<file path="config.mk">
export PLATFORM = sky130hd
export DESIGN_NAME = grf_mp
export DESIGN_NICKNAME = d
export VERILOG_FILES = /design/src/rtl/grf_mp_pkg.sv /design/src/rtl/grf_scoreboard.sv /design/src/rtl/grf_mp.sv
export SDC_FILE = /design/constraint.sdc
export NUM_CORES = 2
export LEC_CHECK = 0
export BUFFER_PORTS_ARGS = -buffer_cell sky130_fd_sc_hd__buf_4
export CORE_MARGIN = 2
export CORE_UTILIZATION = 60
export CTS_CLUSTER_DIAMETER = 80
export DETAILED_ROUTE_END_ITERATION = 6
export PLACE_DENSITY = 0.86
export SYNTH_ARGS = -nofsm -noshare
export SYNTH_HDL_FRONTEND = slang
export SYNTH_SLANG_ARGS = --single-unit
export TNS_END_PERCENT = 1
</file>
<file path="constraint.sdc">
create_clock -name clk -period 44.3 [get_ports clk]
set_clock_uncertainty 0.2 [all_clocks]
set_input_delay 8.86 -clock clk [delete_from_list [all_inputs] [get_ports clk]]
set_output_delay 8.86 -clock clk [all_outputs]
set_load 0.03 [all_outputs]
</file>
<file path="src/rtl/grf_mp_pkg.sv">
// Shared constants and flattened-bus lane helpers for the multi-port register file.
package grf_mp_pkg;

    localparam int DW_DEF = 32;
    localparam int AW_DEF = 5;

    // Lane idx of a flattened bus of w-bit lanes occupies [lane_hi : lane_lo].
    function automatic int lane_lo(input int idx, input int w);
        return idx * w;
    endfunction

    function automatic int lane_hi(input int idx, input int w);
        return idx * w + w - 1;
    endfunction

endpackage

</file>
<file path="src/rtl/grf_scoreboard.sv">
// Pending-write scoreboard: one busy bit per register, set on issue, cleared on commit,
// plus per-read-port busy flags masked by same-cycle forwarding.
module grf_scoreboard
    import grf_mp_pkg::*;
#(
    parameter int AW       = AW_DEF,
    parameter int NR       = 2,
    parameter int NW       = 1,
    parameter int ZERO_REG = 1,
    parameter int BYPASS   = 1
) (
    input  logic               clk,
    input  logic               reset,
    input  logic [NR*AW-1:0]   ra,
    input  logic [NW-1:0]      commit,
    input  logic [NW*AW-1:0]   wa,
    input  logic               iss_valid,
    input  logic [AW-1:0]      iss_addr,
    output logic [2**AW-1:0]   busy_vec,
    output logic [NR-1:0]      rd_busy
);

    logic [2**AW-1:0] busy_next;

    // Clear first, then set: a newly issued producer outranks the one committing now.
    always_comb begin
        busy_next = busy_vec;
        for (int k = 0; k < NW; k++) begin
            if (commit[k]) begin
                busy_next[wa[lane_lo(k, AW) +: AW]] = 1'b0;
            end
        end
        if (iss_valid && !(ZERO_REG != 0 && iss_addr == '0)) begin
            busy_next[iss_addr] = 1'b1;
        end
        if (ZERO_REG != 0) begin
            busy_next[0] = 1'b0;
        end
    end

    always_ff @(posedge clk or posedge reset) begin
        if (reset) begin
            busy_vec <= '0;
        end else begin
            busy_vec <= busy_next;
        end
    end

    always_comb begin
        rd_busy = '0;
        for (int i = 0; i < NR; i++) begin
            rd_busy[i] = busy_vec[ra[lane_lo(i, AW) +: AW]];
            for (int k = 0; k < NW; k++) begin
                if (BYPASS != 0 && commit[k] &&
                    wa[lane_lo(k, AW) +: AW] == ra[lane_lo(i, AW) +: AW]) begin
                    rd_busy[i] = 1'b0;
                end
            end
            if (ZERO_REG != 0 && ra[lane_lo(i, AW) +: AW] == '0) begin
                rd_busy[i] = 1'b0;
            end
        end
    end

endmodule

</file>
<file path="src/rtl/grf_mp.sv">
// Multi-port general register file with optional zero register, write-through bypass,
// pending-write scoreboard and a registered commit trace.
module grf_mp
    import grf_mp_pkg::*;
#(
    parameter int DW       = DW_DEF,
    parameter int AW       = AW_DEF,
    parameter int NR       = 2,
    parameter int NW       = 1,
    parameter int ZERO_REG = 1,
    parameter int BYPASS   = 1
) (
    input  logic               clk,
    input  logic               reset,
    input  logic [NR*AW-1:0]   ra,
    output logic [NR*DW-1:0]   rd,
    output logic [NR-1:0]      rd_busy,
    input  logic [NW-1:0]      we,
    input  logic [NW*AW-1:0]   wa,
    input  logic [NW*DW-1:0]   wd,
    input  logic [NW*32-1:0]   wpc,
    input  logic               iss_valid,
    input  logic [AW-1:0]      iss_addr,
    output logic [2**AW-1:0]   busy_vec,
    output logic [NW-1:0]      trace_valid,
    output logic [NW*AW-1:0]   trace_addr,
    output logic [NW*DW-1:0]   trace_data,
    output logic [NW*32-1:0]   trace_pc
);

    localparam int DEPTH = 2**AW;

    logic [DW-1:0] regs [DEPTH];
    logic [NW-1:0] commit;

    always_comb begin
        commit = '0;
        for (int k = 0; k < NW; k++) begin
            commit[k] = we[k] && !(ZERO_REG != 0 && wa[lane_lo(k, AW) +: AW] == '0);
        end
    end

    // Ascending port loop: the last (highest-index) assignment to an address wins.
    always_ff @(posedge clk or posedge reset) begin
        if (reset) begin
            for (int a = 0; a < DEPTH; a++) begin
                regs[a] <= '0;
            end
        end else begin
            for (int k = 0; k < NW; k++) begin
                if (commit[k]) begin
                    regs[wa[lane_lo(k, AW) +: AW]] <= wd[lane_lo(k, DW) +: DW];
                end
            end
        end
    end

    always_comb begin
        rd = '0;
        for (int i = 0; i < NR; i++) begin
            rd[lane_lo(i, DW) +: DW] = regs[ra[lane_lo(i, AW) +: AW]];
            if (BYPASS != 0) begin
                for (int k = 0; k < NW; k++) begin
                    if (commit[k] && wa[lane_lo(k, AW) +: AW] == ra[lane_lo(i, AW) +: AW]) begin
                        rd[lane_lo(i, DW) +: DW] = wd[lane_lo(k, DW) +: DW];
                    end
                end
            end
            if (ZERO_REG != 0 && ra[lane_lo(i, AW) +: AW] == '0) begin
                rd[lane_lo(i, DW) +: DW] = '0;
            end
        end
    end

    // Trace records every commit, including ones overridden by a higher port.
    always_ff @(posedge clk or posedge reset) begin
        if (reset) begin
            trace_valid <= '0;
            trace_addr  <= '0;
            trace_data  <= '0;
            trace_pc    <= '0;
        end else begin
            trace_valid <= commit;
            for (int k = 0; k < NW; k++) begin
                if (commit[k]) begin
                    trace_addr[lane_lo(k, AW) +: AW] <= wa[lane_lo(k, AW) +: AW];
                    trace_data[lane_lo(k, DW) +: DW] <= wd[lane_lo(k, DW) +: DW];
                    trace_pc[lane_lo(k, 32) +: 32]   <= wpc[lane_lo(k, 32) +: 32];
                end
            end
        end
    end

    grf_scoreboard #(
        .AW       (AW),
        .NR       (NR),
        .NW       (NW),
        .ZERO_REG (ZERO_REG),
        .BYPASS   (BYPASS)
    ) u_scoreboard (
        .clk       (clk),
        .reset     (reset),
        .ra        (ra),
        .commit    (commit),
        .wa        (wa),
        .iss_valid (iss_valid),
        .iss_addr  (iss_addr),
        .busy_vec  (busy_vec),
        .rd_busy   (rd_busy)
    );

endmodule

</file>
Word level (Yosys, flattened, before mapping) --
Index checks and enable logic that the tools add are counted.
Storage, ports and cells: output and inout port bits 168, bits in registers 1125, input port bits 88, word-level logic and storage cells 95
Cells by class: order comparisons 10, reductions and logical operators 13, muxes and demuxes 27, bitwise gates (word level) 6, eq/ne operators 2
Operator list (number):
- bitwise mux 1024 bit | 1
- two-way mux 32 bit | 11
- binary-select mux 32 bit (select 5 bit) | 2
- demux 32 bit (select 5 bit) | 1
- bitwise AND 32 bit | 1
- inverter 32 bit | 1
- OR 32 bit | 1
- less-than comparator 5 x 6 -> 1 bit, second input constant | 4
- zero test 5 bit | 4
- >= comparator 6 bit, second input constant | 3
- inverter 5 -> 6 bit | 3
- binary-select mux 1 bit (select 5 bit) | 2
- demux 1 bit (select 5 bit) | 2
- equality test 5 bit | 2
- >= comparator 5 x 1 -> 1 bit, second input constant | 2
- two-way mux 1 bit | 8
- logical AND 1 bit | 7
- less-than comparator 6 x 1 -> 1 bit, second input constant | 1
- zero test 1 bit | 2

Logic depth before layout (Yosys ltp) --
depth in word-level cells 9, mapped depth 10, depth with buffers taken out 5

Hierarchy --
A second synthesis with hierarchy kept.
Unflattened totals: cells, all modules 4371, area, all modules 60666.9 µm²
Modules (own cells, without submodules):
- grf_mp | cells each 4176, instances 1, seq. area each 27376.3 µm², area each 58672.5 µm²
- grf_scoreboard | cells each 195, instances 1, seq. area each 775.7 µm², area each 1994.4 µm²

Least setup slack after synthesis --
No wires, ideal clock.
path kind input to output, from input ra[2], to output rd[30], slack 24.387 ns, path buffers 4, required time 35.240 ns, data arrival time 10.853 ns, stages 9, path through clkbuf_1 -> buf_2 -> buf_4 -> clkbuf_1 -> nor2b_1 -> a22oi_1 -> a31oi_1 -> a31oi_1 -> o21ai_0
Between the ends: word-level cells in the longest chain between the ends 6, elaborated cells on any way between the ends 9, classes of those cells eq/ne: 1; mux: 5; bitwise: 1; reduce/logical: 2
RTL lines:
- start, declared | RTL line grf_mp.sv:15 | input logic [NR*AW-1:0] ra,
- inverter 5 -> 6 bit (not written as such) | RTL line grf_mp.sv:61 | rd[lane_lo(i, DW) +: DW] = regs[ra[lane_lo(i, AW) +: AW]];
- binary-select mux 32 bit (select 5 bit) | RTL line grf_mp.sv:61
- two-way mux 32 bit (not written as such) (2 in series) | RTL line grf_mp.sv:61
- two-way mux 32 bit | RTL line grf_mp.sv:64 | if (commit[k] && wa[lane_lo(k, AW) +: AW] == ra[lane_lo(i, AW) +: AW]) begin
- two-way mux 32 bit * | RTL line grf_mp.sv:69 | if (ZERO_REG != 0 && ra[lane_lo(i, AW) +: AW] == '0) begin
- end, declared | RTL line grf_mp.sv:16 | output logic [NR*DW-1:0] rd,
Mark *: on every way between the ends. The rest lies on a longest branch, timed or not. The select of a mux whose other input is x is not followed.

Worst setup path in the final report --
from input ra[2], to output rd[5]
The elaborated chain is that of the path after synthesis.

==> run summary <==
Synth Cell Area: 59700 µm²
Buf/Inv on CP: 5
Rows: 115
Required @ worst endpoint: 35.24 ns
CTS tree: yes
Power density cells: 46.0 nW/µm²
Critical path's slowest cell: buf_4
Post-synthesis net count: 4328
Total number of vias: 42000
Routed length per instance: 33.5 µm
Main synth FF type: dfrtp_1
Max Cap Violations: 0
Clock-pin transition on the worst setup and hold timing paths: 0.06 ns
Synthesized flop and latch total: 1125
Fin crit period: 22.23 ns
Post-cts hold buffer count: 0
Die X: 319 µm
Share of the synthesized area in the top cell type: 47.2%
GRT overflow: 0
GR met3 Demand/Resource: 11.6%
Outcome: completed
Critical path depth: 10
Most numerous cell on the critical path: buf_4
Core Area: 98400 µm²
Final hold vios: 0
DR DRC count: 0
Design area: 65800 µm²
Detail Route Antenna Nets: 0
Post-DP HPWL: 105000 µm
Fraction of layout cells with a size suffix above 1: 46.0%
Max Fclk: 45.0 MHz
Clk buf depth: 3
Vias per cell: 7.50
Worst Reg2Reg Path Length in Cells: 1
Final net count: 4314
Setup crit start kind: input pin
RSZ-0062 raised after global routing: false
I/O pins: 256
Die H: 319 µm
Initial antenna violation count: 8
Post_cts resized: 0
GR Layer Usage met2: 54.5%
Largest net degree at the start of global routing: 173
Root Buffer: clkbuf_16
RePlAce Congestion: 0.877
H-tree depth: 3
Period utilization: 50.2%
Post-synth top area cell: dfrtp_1
Hold Path Depth: 0
Top cells by area, synth: dfrtp_1 (47%), mux2_2 (18%), mux4_2 (15%), mux2i_1 (5.0%), clkbuf_1 (1.6%)
Syn Area/Cell: 14.1 µm²
Slew margin rel.: 16.8%
Worst Setup End Kind: output port
Post-synth ARST share: 100%
VDD IR-drop max: 0.0308 mV
Iter 0 DRT Violations: 5679
DP Area: 62100 µm²
Most Crowded Layer GR: met2
Postcts setup bufs: 0
DIE AREA: 102000 µm²
Distinct cells, synth: 58
Critical path's top delay family: buffers and inverters
Static Leak: 29.5 nW
Cells after Synth: 4240
Critical path type: in -> out
Final setup fails: 0
Initial core utilization: 60.6%
Slowest cell delay on critical path: 0.97 ns
Critical path data arrival time: 13.17 ns
Pre-Repair DR Iteration Count: 6
GR Layer Usage met1: 47.1%
Crit Path Max Fanout: 65
First-pass GRT wire length: 278000 µm
Wirelength, routed: 188000 µm
CTS buffer count: 112
Setup TNS: 0 ns
Worst Tran Pin Value: 1.23 ns
Number of synthesized flops with an enable pin: 0
Total clock sinks: 1125
Area Overhead vs Synth: 10.3%
Post-synthesis sequential area ratio: 47.2%
GRT Util Overall: 36.8%
Clk Latency, worst-skew pair: 0.69 ns
Yosys Warn Count: 0
Vias in the first global route: 42700
Number of I/O port buffers: 254
Critical-path cell list: buf_6, buf_4, buf_4, and2_1, buf_4, a221oi_1, nor3b_1, a211oi_1, a221o_1, buf_4
Hold/Removal Path Class: reg -> reg
Max Slew Vio Count: 0
per-layer routing:
layer	share of wire, %	vias up
met1	35	21700
li1	-	16200
met4	7.4	12
met3	13	907
met5	0.11	-
met2	45	3251
synthesized netlist by cell type (16+ instances only):
| library cell | count |
|---|---|
| dfrtp_1 | 1125 |
| o21ai_0 | 49 |
| a221o_1 | 53 |
| nor2_1 | 31 |
| nor3_1 | 34 |
| clkbuf_1 | 248 |
| a221oi_1 | 91 |
| mux2_4 | 29 |
| nand2b_1 | 17 |
| nand2_1 | 237 |
| buf_1 | 61 |
| mux4_2 | 410 |
| buf_4 | 28 |
| buf_6 | 21 |
| mux2i_1 | 300 |
| a21oi_1 | 71 |
| a211o_1 | 34 |
| o22ai_1 | 56 |
| buf_2 | 113 |
| a22oi_1 | 33 |
| a211oi_1 | 45 |
| mux2_2 | 965 |
| nand3_1 | 16 |
| o21bai_1 | 24 |
| nor2b_1 | 27 |
through the flow:
| stage | power [W] | instances | util, % | hold WS [ns] | setup WS [ns] |
|---|---|---|---|---|---|
| final | 0.00303 | 5607 | 66.9 | 0.195 | 22.07 |
| after global routing | 0.00313 | 5604 | 66.9 | 0.212 | 22.14 |
| after CTS | 0.00301 | 5603 | 66.9 | 0.197 | 22.32 |
| after detailed placement | 0.00204 | 5399 | 63.1 | 0.183 | 22.35 |
| after global placement | 0.00200 | 5399 | 63.1 | 0.176 | 22.36 |
| after floorplan | 0.00184 | 4240 | - | 0.241 | 3.56 |
cells in the final DEF, fill, tap and decap left out, types with 7 or more instances in the layout:
cell and instances:
dfrtp_1 1125, mux2_2 965, mux4_2 410, buf_4 331
mux2i_1 300, nand2_1 221, clkbuf_16 113, a221oi_1 91
a21oi_1 71, o22ai_1 56, a221o_1 53, o21ai_0 49
a211oi_1 45, a211o_1 34, clkbuf_8 34, nor3_1 33
a22oi_1 33, mux2_4 29, nor2b_1 24, o21bai_1 24
clkinv_2 22, clkbuf_1 21, nor2_1 16, nand2_2 16
nand3_1 16, nand2b_1 15, nor2_4 14, nor3b_1 13
a22o_1 11, a21o_1 11, xnor2_1 9, inv_1 8
bufinv_16 7
path summary, 6_finish.rpt:
check | from | endpoint | slack (ns)
worst min-delay path | regs[1015] | regs[1015] | 0.20
min in group asynchronous | reset | regs[834] | 8.12
worst min register to register | regs[1015] | regs[1015] | 0.20
worst max-delay path | ra[2] | rd[5] | 22.07
max in group asynchronous | reset | regs[468] | 32.56
worst max register to register | regs[37] | regs[37] | 43.18
logic make-up (layout without fill, tap and decap cells):
family                 after synthesis  count (layout)  synth area share, %
flip-flops                        1125            1125                 47.2
other                                1               5              0.00628
multiplexers                      1710            1710                 39.6
buffers and inverters              483             559                 3.71
AND/OR/NAND/NOR                    403             403                 3.09
AO/OA/AOI/OAI                      508             508                 6.33
XOR/XNOR                            10              10                0.147
report_power, final:
| part | total, W | switching, W | internal, W | leakage [nW] |
|---|---|---|---|---|
| Clock | 0.000974 | 0.000410 | 0.000564 | 1.87 |
| Sequential | 0.00137 | 0.000152 | 0.00122 | 14.4 |
| Combinational | 0.000684 | 0.000319 | 0.000365 | 13.3 |
registers in the layout (all words and copies together) (netlist names):
signal / cells
trace_data: 32
trace_valid: 1
trace_pc: 32
regs: 1024
u_scoreboard.busy_vec: 31
trace_addr: 5
area by class of cell:
| type | instances | area, µm² |
|---|---|---|
| fill | 6373 | 32600 |
| multi-input combinational | 2632 | 29600 |
| sequential | 1125 | 28200 |
| clock buffer | 168 | 3370 |
| timing repair buffer | 343 | 2690 |
| tap | 1287 | 1610 |
| clock inverter | 36 | 380 |
| inverter | 12 | 52.6 |
| antenna | 4 | 10.0 |
Power figures use the tool's default switching activity.
